## config.mk

```make
export PLATFORM = sky130hd
export DESIGN_NAME = instr_fetch_unit
export DESIGN_NICKNAME = d
export VERILOG_FILES = /design/src/rtl/instr_fetch_unit.sv
export SDC_FILE = /design/constraint.sdc
export NUM_CORES = 1
export LEC_CHECK = 0
export BUFFER_PORTS_ARGS = -buffer_cell sky130_fd_sc_hd__buf_2
export CORE_AREA = 5 5 102 104
export CTS_CLUSTER_SIZE = 30
export DETAILED_ROUTE_END_ITERATION = 10
export DIE_AREA = 0 0 107 109
export PLACE_DENSITY = 0.76
export SETUP_SLACK_MARGIN = 0.1
export SLEW_MARGIN = 20
export SYNTH_ARGS = -nofsm -noshare
export SYNTH_HDL_FRONTEND = slang
export SYNTH_SLANG_ARGS = --single-unit
```

## constraint.sdc

```tcl
create_clock -name clk -period 2.65 [get_ports clk]
set_input_delay 0.53 -clock clk [delete_from_list [all_inputs] [get_ports clk]]
set_output_delay 0.53 -clock clk [all_outputs]
set_load 0.01 [all_outputs]
```

## src/rtl/instr_fetch_unit.sv

```systemverilog
// ----------------------------------------------------------------------------
// instr_fetch_unit
//   Fetch stage of the multicycle RISC-V core. A fetch_start pulse from the
//   control FSM reads one 32-bit word from instruction memory and latches it
//   into the instruction register (IR). The decoded fields and the immediate
//   are driven from the IR. A misaligned PC or a memory timeout loads a NOP
//   into the IR and records the cause in fetch_fault.
//
//   Handshake: mem_req is held high with mem_addr stable until a cycle in
//   which mem_gnt is high. That cycle transfers the request. Exactly one
//   mem_rvalid cycle is then expected to return the data. mem_rvalid is
//   ignored in any state other than WAIT and DRAIN.
//
// Ports
//   clk, reset_n             clock (rising edge), async active-low reset
//   fetch_start, flush       request a fetch at pc_in / abort in-flight fetch
//   pc_in                    address to fetch
//   mem_req, mem_addr        read request and word address to memory
//   mem_gnt                  memory accepted mem_req this cycle
//   mem_rvalid, mem_rdata    read data return
//   busy                     state != IDLE
//   instr_valid              one-cycle pulse: IR updated
//   fetch_fault              sticky cause: 00 none, 01 misaligned, 10 timeout
//   fetch_pc                 PC latched with the last accepted fetch_start
//   Instr, OPcode, func3, func7, rd, rs1, rs2, imm   IR and decoded fields
//   state_dbg                current FSM state (IDLE=0, REQ=1, WAIT=2, DRAIN=3)
// ----------------------------------------------------------------------------
module instr_fetch_unit #(
    parameter logic [31:0] RESET_INSTR = 32'h0000_0013,
    parameter int unsigned TIMEOUT     = 16
) (
    input  logic        clk,
    input  logic        reset_n,
    input  logic        fetch_start,
    input  logic        flush,
    input  logic [31:0] pc_in,
    output logic        mem_req,
    output logic [31:0] mem_addr,
    input  logic        mem_gnt,
    input  logic        mem_rvalid,
    input  logic [31:0] mem_rdata,
    output logic        busy,
    output logic        instr_valid,
    output logic [1:0]  fetch_fault,
    output logic [31:0] fetch_pc,
    output logic [31:0] Instr,
    output logic [6:0]  OPcode,
    output logic [2:0]  func3,
    output logic [6:0]  func7,
    output logic [4:0]  rd,
    output logic [4:0]  rs1,
    output logic [4:0]  rs2,
    output logic [31:0] imm,
    output logic [1:0]  state_dbg
);

    typedef enum logic [1:0] {
        S_IDLE  = 2'd0,
        S_REQ   = 2'd1,
        S_WAIT  = 2'd2,
        S_DRAIN = 2'd3
    } state_t;

    localparam int CW = (TIMEOUT > 2) ? $clog2(TIMEOUT) : 1;
    localparam logic [CW-1:0] CNT_LAST = CW'(TIMEOUT - 1);

    state_t        state;
    logic [31:0]   ir;
    logic [CW-1:0] cnt;

    always_ff @(posedge clk or negedge reset_n) begin
        if (!reset_n) begin
            state       <= S_IDLE;
            ir          <= RESET_INSTR;
            fetch_pc    <= 32'd0;
            mem_req     <= 1'b0;
            mem_addr    <= 32'd0;
            instr_valid <= 1'b0;
            fetch_fault <= 2'b00;
            cnt         <= '0;
        end else begin
            instr_valid <= 1'b0;
            case (state)
                S_IDLE: begin
                    // flush in the same cycle drops the request
                    if (fetch_start && !flush) begin
                        mem_addr <= pc_in;
                        fetch_pc <= pc_in;
                        if (pc_in[1:0] != 2'b00) begin
                            ir          <= RESET_INSTR;
                            fetch_fault <= 2'b01;
                            instr_valid <= 1'b1;
                        end else begin
                            mem_req <= 1'b1;
                            state   <= S_REQ;
                        end
                    end
                end
                S_REQ: begin
                    if (mem_gnt) begin
                        // A granted request returns data even if flushed now,
                        // so that data is drained instead of abandoned.
                        mem_req <= 1'b0;
                        cnt     <= '0;
                        state   <= flush ? S_DRAIN : S_WAIT;
                    end else if (flush) begin
                        mem_req <= 1'b0;
                        state   <= S_IDLE;
                    end
                end
                S_WAIT: begin
                    if (flush) begin
                        if (mem_rvalid || cnt == CNT_LAST) begin
                            state <= S_IDLE;
                        end else begin
                            cnt   <= cnt + 1'b1;
                            state <= S_DRAIN;
                        end
                    end else if (mem_rvalid) begin
                        ir          <= mem_rdata;
                        fetch_fault <= 2'b00;
                        instr_valid <= 1'b1;
                        state       <= S_IDLE;
                    end else if (cnt == CNT_LAST) begin
                        ir          <= RESET_INSTR;
                        fetch_fault <= 2'b10;
                        instr_valid <= 1'b1;
                        state       <= S_IDLE;
                    end else begin
                        cnt <= cnt + 1'b1;
                    end
                end
                S_DRAIN: begin
                    // Discard the returning word, or give up after the same
                    // timeout budget without raising a fault.
                    if (mem_rvalid || cnt == CNT_LAST) begin
                        state <= S_IDLE;
                    end else begin
                        cnt <= cnt + 1'b1;
                    end
                end
                default: state <= S_IDLE;
            endcase
        end
    end

    assign busy      = (state != S_IDLE);
    assign state_dbg = state;
    assign Instr     = ir;
    assign OPcode    = ir[6:0];
    assign func3     = ir[14:12];
    assign func7     = ir[31:25];
    assign rd        = ir[11:7];
    assign rs1       = ir[19:15];
    assign rs2       = ir[24:20];

    always_comb begin
        imm = 32'd0;
        case (ir[6:0])
            7'b0010011, 7'b0000011, 7'b1100111:
                imm = {{20{ir[31]}}, ir[31:20]};
            7'b0100011:
                imm = {{20{ir[31]}}, ir[31:25], ir[11:7]};
            7'b1100011:
                imm = {{20{ir[31]}}, ir[7], ir[30:25], ir[11:8], 1'b0};
            7'b0110111:
                imm = {ir[31:12], 12'b0};
            7'b1101111:
                imm = {{12{ir[31]}}, ir[19:12], ir[20], ir[30:21], 1'b0};
            default:
                imm = 32'd0;
        endcase
    end

endmodule

```

## Yosys cells after proc, flatten, opt, wreduce, memory -nomap -nowiden

Cells that the tools add are included.

- Flip-flop bits (word level): 74
- Output and inout port bits: 167

- Add/sub/neg operators: 1
- Eq/ne operators: 22
- Muxes and demuxes: 41
- Reduce and logical (&&, ||, !) cells: 15

Operators with widths:

| cell | number |
|---|---|
| 2-to-1 mux 32 bit | 5 |
| case mux 32 bit (5 select lines) | 1 |
| case mux 32 bit (2 select lines) | 1 |
| 2-to-1 mux 2 bit | 14 |
| == test 7 bit (second input constant) | 3 |
| 2-to-1 mux 4 bit | 5 |
| == test 7 x 6 -> 1 bit (second input constant) | 2 |
| inequality test 2 bit (second input constant) | 6 |
| inequality test 3 bit (second input constant) | 4 |
| case mux 4 bit (3 select lines) | 1 |
| 2-to-1 mux 1 bit | 10 |
| AND reduction 5 bit | 2 |
| case mux 2 bit (4 select lines) | 1 |
| AND reduction 4 bit | 2 |
| nonzero test 2 bit | 4 |
| == test 7 x 2 -> 1 bit (second input constant) | 1 |
| == test 7 x 5 -> 1 bit (second input constant) | 1 |
| adder 4 x 1 -> 4 bit (second input constant) | 1 |
| == test 2 bit (second input constant) | 2 |
| == test 4 bit (second input constant) | 1 |
| inequality test 4 bit (second input constant) | 1 |
| case mux 1 bit (2 select lines) | 2 |
| case mux 2 bit (2 select lines) | 1 |
| nonzero test 3 bit | 1 |
| 7 further kinds | 7 |

## Depth between registers and ports, before layout

- Word-level depth: 5
- Gate-level depth with buffers: 6

## Least setup slack after synthesis

Ideal clock, no wire load.

- Kind: register to output
- From: register ir[1] (netlist: Instr[1])
- To: output port imm[12]
- Arrival time: 1526 ps
- Required time: 2120 ps
- Path slack: 594 ps
- Stages on the path, launching flop included: 5
- Buffers on the path: 0
- Path through: dfstp_2 -> nand4b_1 -> or3_4 -> a21oi_4 -> a21o_1

- Longest elaborated chain between the ends: 3
- Elaborated cells on any way between the ends: 9

Ends and longest elaborated chain:

| item | line | text |
|---|---|---|
| start, declared | 68 | `logic [31:0] ir;` |
| start signal, assigned | 120 | `ir <= mem_rdata;` |
| == test 7 x 5 -> 1 bit, or another cell as far along | 159 | `case (ir[6:0])` |
| OR reduction 3 bit | 159 |  |
| case mux 32 bit (5 select lines) * | 159 |  |
| end, declared | 53 | `output logic [31:0] imm,` |

Every way passes the cells marked *; elsewhere a longest branch is shown, timed or not.

## Worst setup path in the final report

- From: register ir[1] (netlist: Instr[1])
- To: output port imm[1]

The elaborated chain is that of the path after synthesis.

==> impl_metrics.json <==
{
  "synth_flop_cell": "dfrtp_1",
  "p_seq_share_pct": 40.1,
  "grt.overflow.total": 0,
  "max_cap_viol_count": 0,
  "end_kind": "output port",
  "dr.pass1.iters": 4,
  "dp_hpwl_mm": 8.02,
  "num_antenna_cells": 0,
  "syn_nets": 404,
  "synth.top_cells.by_count": "dfrtp_1 (71), buf_4 (65), mux2_2 (32)",
  "crit_path_start_kind": "register",
  "pre_cts_ws_ns": 0.371,
  "fp-row-count": 36,
  "async_reset_ff_share_pct": 100,
  "arrival_ns": 2.03,
  "finalCritPeriodShare_pct": 96.5,
  "htree_levels": 3,
  "fill_cells": 847,
  "grt_pass1_vias": 3138,
  "synth.lib_cells_used.distinct": 51,
  "fp.coreArea_sq_um": 9460,
  "worstPathRequired_ns": 2.12,
  "p_leak_uw": 0.00280,
  "synth_top_area_cell": "dfrtp_1",
  "ys_warn_count": 0,
  "r2r_cells": 6,
  "p_sw_uw": 1460,
  "postLayoutSetupSlackWorst_ns": 0.0935,
  "top_usage_layer": "met2",
  "p_total_uw": 4080,
  "yosysTopAreaCellShare_pct": 46.2,
  "area_delta_synth_final_pct": 28.2,
  "root_buffer": "clkbuf_8",
  "io_buffer_count": 236,
  "cts_tree": "built",
  "clock_skew_ns": 0.00929,
  "worst_path_max_delay_cell": "dfstp_2",
  "grt_setup_unrepaired": "yes",
  "p_comb_share_pct": 37.1,
  "antenna_found_initial": 2,
  "synth.most_common_cell": "dfrtp_1",
  "worst-slew-pin-transition_ns": 0.943,
  "initial_core_util_pct": 40.6,
  "swShare_pct": 35.7,
  "final_antenna_net_count": 0,
  "numCtsBuffers": 9,
  "p_per_area_nw_per_um2": 828,
  "critPathKind": "register to output port",
  "use_met1_pct": 22.7,
  "cts.sinks": 74,
  "grt_use_met2_pct": 29.8,
  "die_w_um": 107,
  "final_nets": 588,
  "utilization_pct": 52.1,
  "synth_cells": 333,
  "ir_worst_vdd_mv": 0.318,
  "wl_mm": 11.0,
  "status": "finished, final reports clean",
  "gp_congestion": 0.904,
  "max_freq_mhz": 391,
  "post-route-drc-count": 0,
  "p_int_uw": 2620,
  "cts_buffer_depth": 2,
  "hold_viol": 0,
  "clock_power_share_pct": 22.8,
  "avgViaCountPerCell": 5.12,
  "dr.first_iter.drc_count": 182,
  "timing.slew.headroom_pct": 37.1,
  "synth_edf_count": 0,
  "timing.rr.start": "cnt[0]",
  "ios": 237,
  "crit_path_max_incr_delay_ns": 0.59,
  "r2r-end": "Instr[17]",
  "postSynthAreaPerCell_sq_um": 11.5,
  "netlist_area_sq_um": 3840,
  "vias": 3252,
  "clk_latency_ns": 0.34,
  "layout-drive-gt1-share_pct": 61.2,
  "ys_seq_area_share_pct": 48.3,
  "grt_first_pass_wirelength_mm": 16.4,
  "grt_start_max_net_pins": 75,
  "slew_violations": 0,
  "cp_max_fo": 6,
  "period_needed_ns": 2.56,
  "setup-violations-final": 0,
  "reg2reg_slack_ns": 0.73,
  "critical_path.cell_chain": "nand4_1 -> o21ai_1 -> a22o_1 -> buf_2",
  "die_y_um": 109,
  "avgRoutedWirePerCell_um": 17.3,
  "synth_seq_cells": 74,
  "grt_usage_pct": 17.9,
  "met3_usage_pct": 5.39,
  "hp-class": "input port to asynchronous set/reset pin",
  "path_clk_slew_ns": 0.08,
  "cts_hold_buffers": 0,
  "die_area_sq_um": 11700,
  "synthTopCellsByArea": "dfrtp_1 (46%), buf_4 (13%), mux2_2 (9.4%)"
}
==> flip-flops by register name (all words and copies together), names as in the netlist <==
signal and count:
mem_req 1, Instr 32, cnt 4, state_dbg 2, fetch_pc 32, fetch_fault 2
instr_valid 1
==> cells by family after synthesis <==
| logic type | count (synthesis) | synth area share, % |
|---|---|---|
| AO/OA/AOI/OAI | 83 | 17.0 |
| buffers and inverters | 82 | 15.7 |
| flip-flops | 74 | 48.3 |
| AND/OR/NAND/NOR | 59 | 8.88 |
| multiplexers | 33 | 9.63 |
| XOR/XNOR | 1 | 0.228 |
| adder cells (fa/ha/maj) | 1 | 0.325 |
==> area by class of cell <==
type / instances / area, sq um / area share, %
sequential: 74 / 1860 / 37.6
multi-input combinational: 177 / 1410 / 28.6
timing repair buffer: 250 / 1300 / 26.3
tap: 114 / 143 / 2.89
clock buffer: 9 / 124 / 2.51
clock inverter: 6 / 82.6 / 1.67
inverter: 5 / 18.8 / 0.381
==> critical path: cells and delay by family (launching register included) <==
kind,cells,cell delay (ns)
AOI/OAI and AO/OA,2,0.67
DFF,1,0.59
and+or+nand+nor,1,0.29
buffers and inverters,1,0.13
==> power by group through the flow <==
stage	clock network (uW)	logic, uW	registers [uW]
floorplan	0	968	1720
global placement	0	1450	1630
detailed placement	0	1470	1660
CTS	963	1480	1640
global route	1010	1640	1680
finish	932	1520	1640
==> routing by layer <==
metal	up-vias	wire length, um
li1	1489	-
met1	1588	4390
met2	154	5440
met3	17	958
met4	4	140
met5	-	25
==> through the flow <==
step | area, sq um | hold slack, ns | setup TNS [ns] | cells
4_1_cts | 4840 | 0.348 | 0 | 627
6_report | 4930 | 0.300 | 0 | 635
3_3_place_gp | 4630 | 0.493 | 0 | 611
2_1_floorplan | 3840 | 0.234 | 0 | 333
5_1_grt | 4930 | 0.381 | -0.166 | 635
3_5_place_dp | 4630 | 0.515 | 0 | 611
==> worst max-delay path by stage <==
| stage | cells after the start | start | end | slack, ns |
|---|---|---|---|---|
| 3_3_place_gp | 5 | Instr[1] | imm[16] | 0.45 |
| 5_1_grt | 5 | Instr[0] | imm[0] | -0.06 |
| 2_1_floorplan | 4 | Instr[1] | imm[12] | 0.59 |
| 3_5_place_dp | 5 | Instr[1] | imm[16] | 0.37 |
| 4_1_cts | 5 | Instr[4] | imm[31] | 0.06 |
| 6_report | 4 | Instr[1] | imm[1] | 0.09 |
==> placed cells by master, fill, tap and decap left out, types with 2 or more instances in the layout <==
master	count
clkinv_2	3
a22o_2	4
nor2_1	12
o31ai_1	2
inv_1	5
or2_2	2
buf_6	2
mux2_2	32
nor2b_1	9
o21ai_0	10
nand2_1	11
dfrtp_1	71
o22a_1	3
nand4b_1	2
a22o_1	27
a21o_1	20
a21oi_4	2
clkbuf_8	9
a21oi_2	2
buf_2	235
dfstp_2	3
a21oi_1	4
nand3_1	4
and3_1	2
buf_4	13
nand4_1	2
bufinv_16	2
==> repair_timing <==
item,in CTS,in global routing
gates cloned,0,1
pin swaps,2,6
gates resized for setup,0,11
buffers inserted,1,7
endpoints found under the setup margin,9,31
(Power assumes the default switching activity.)
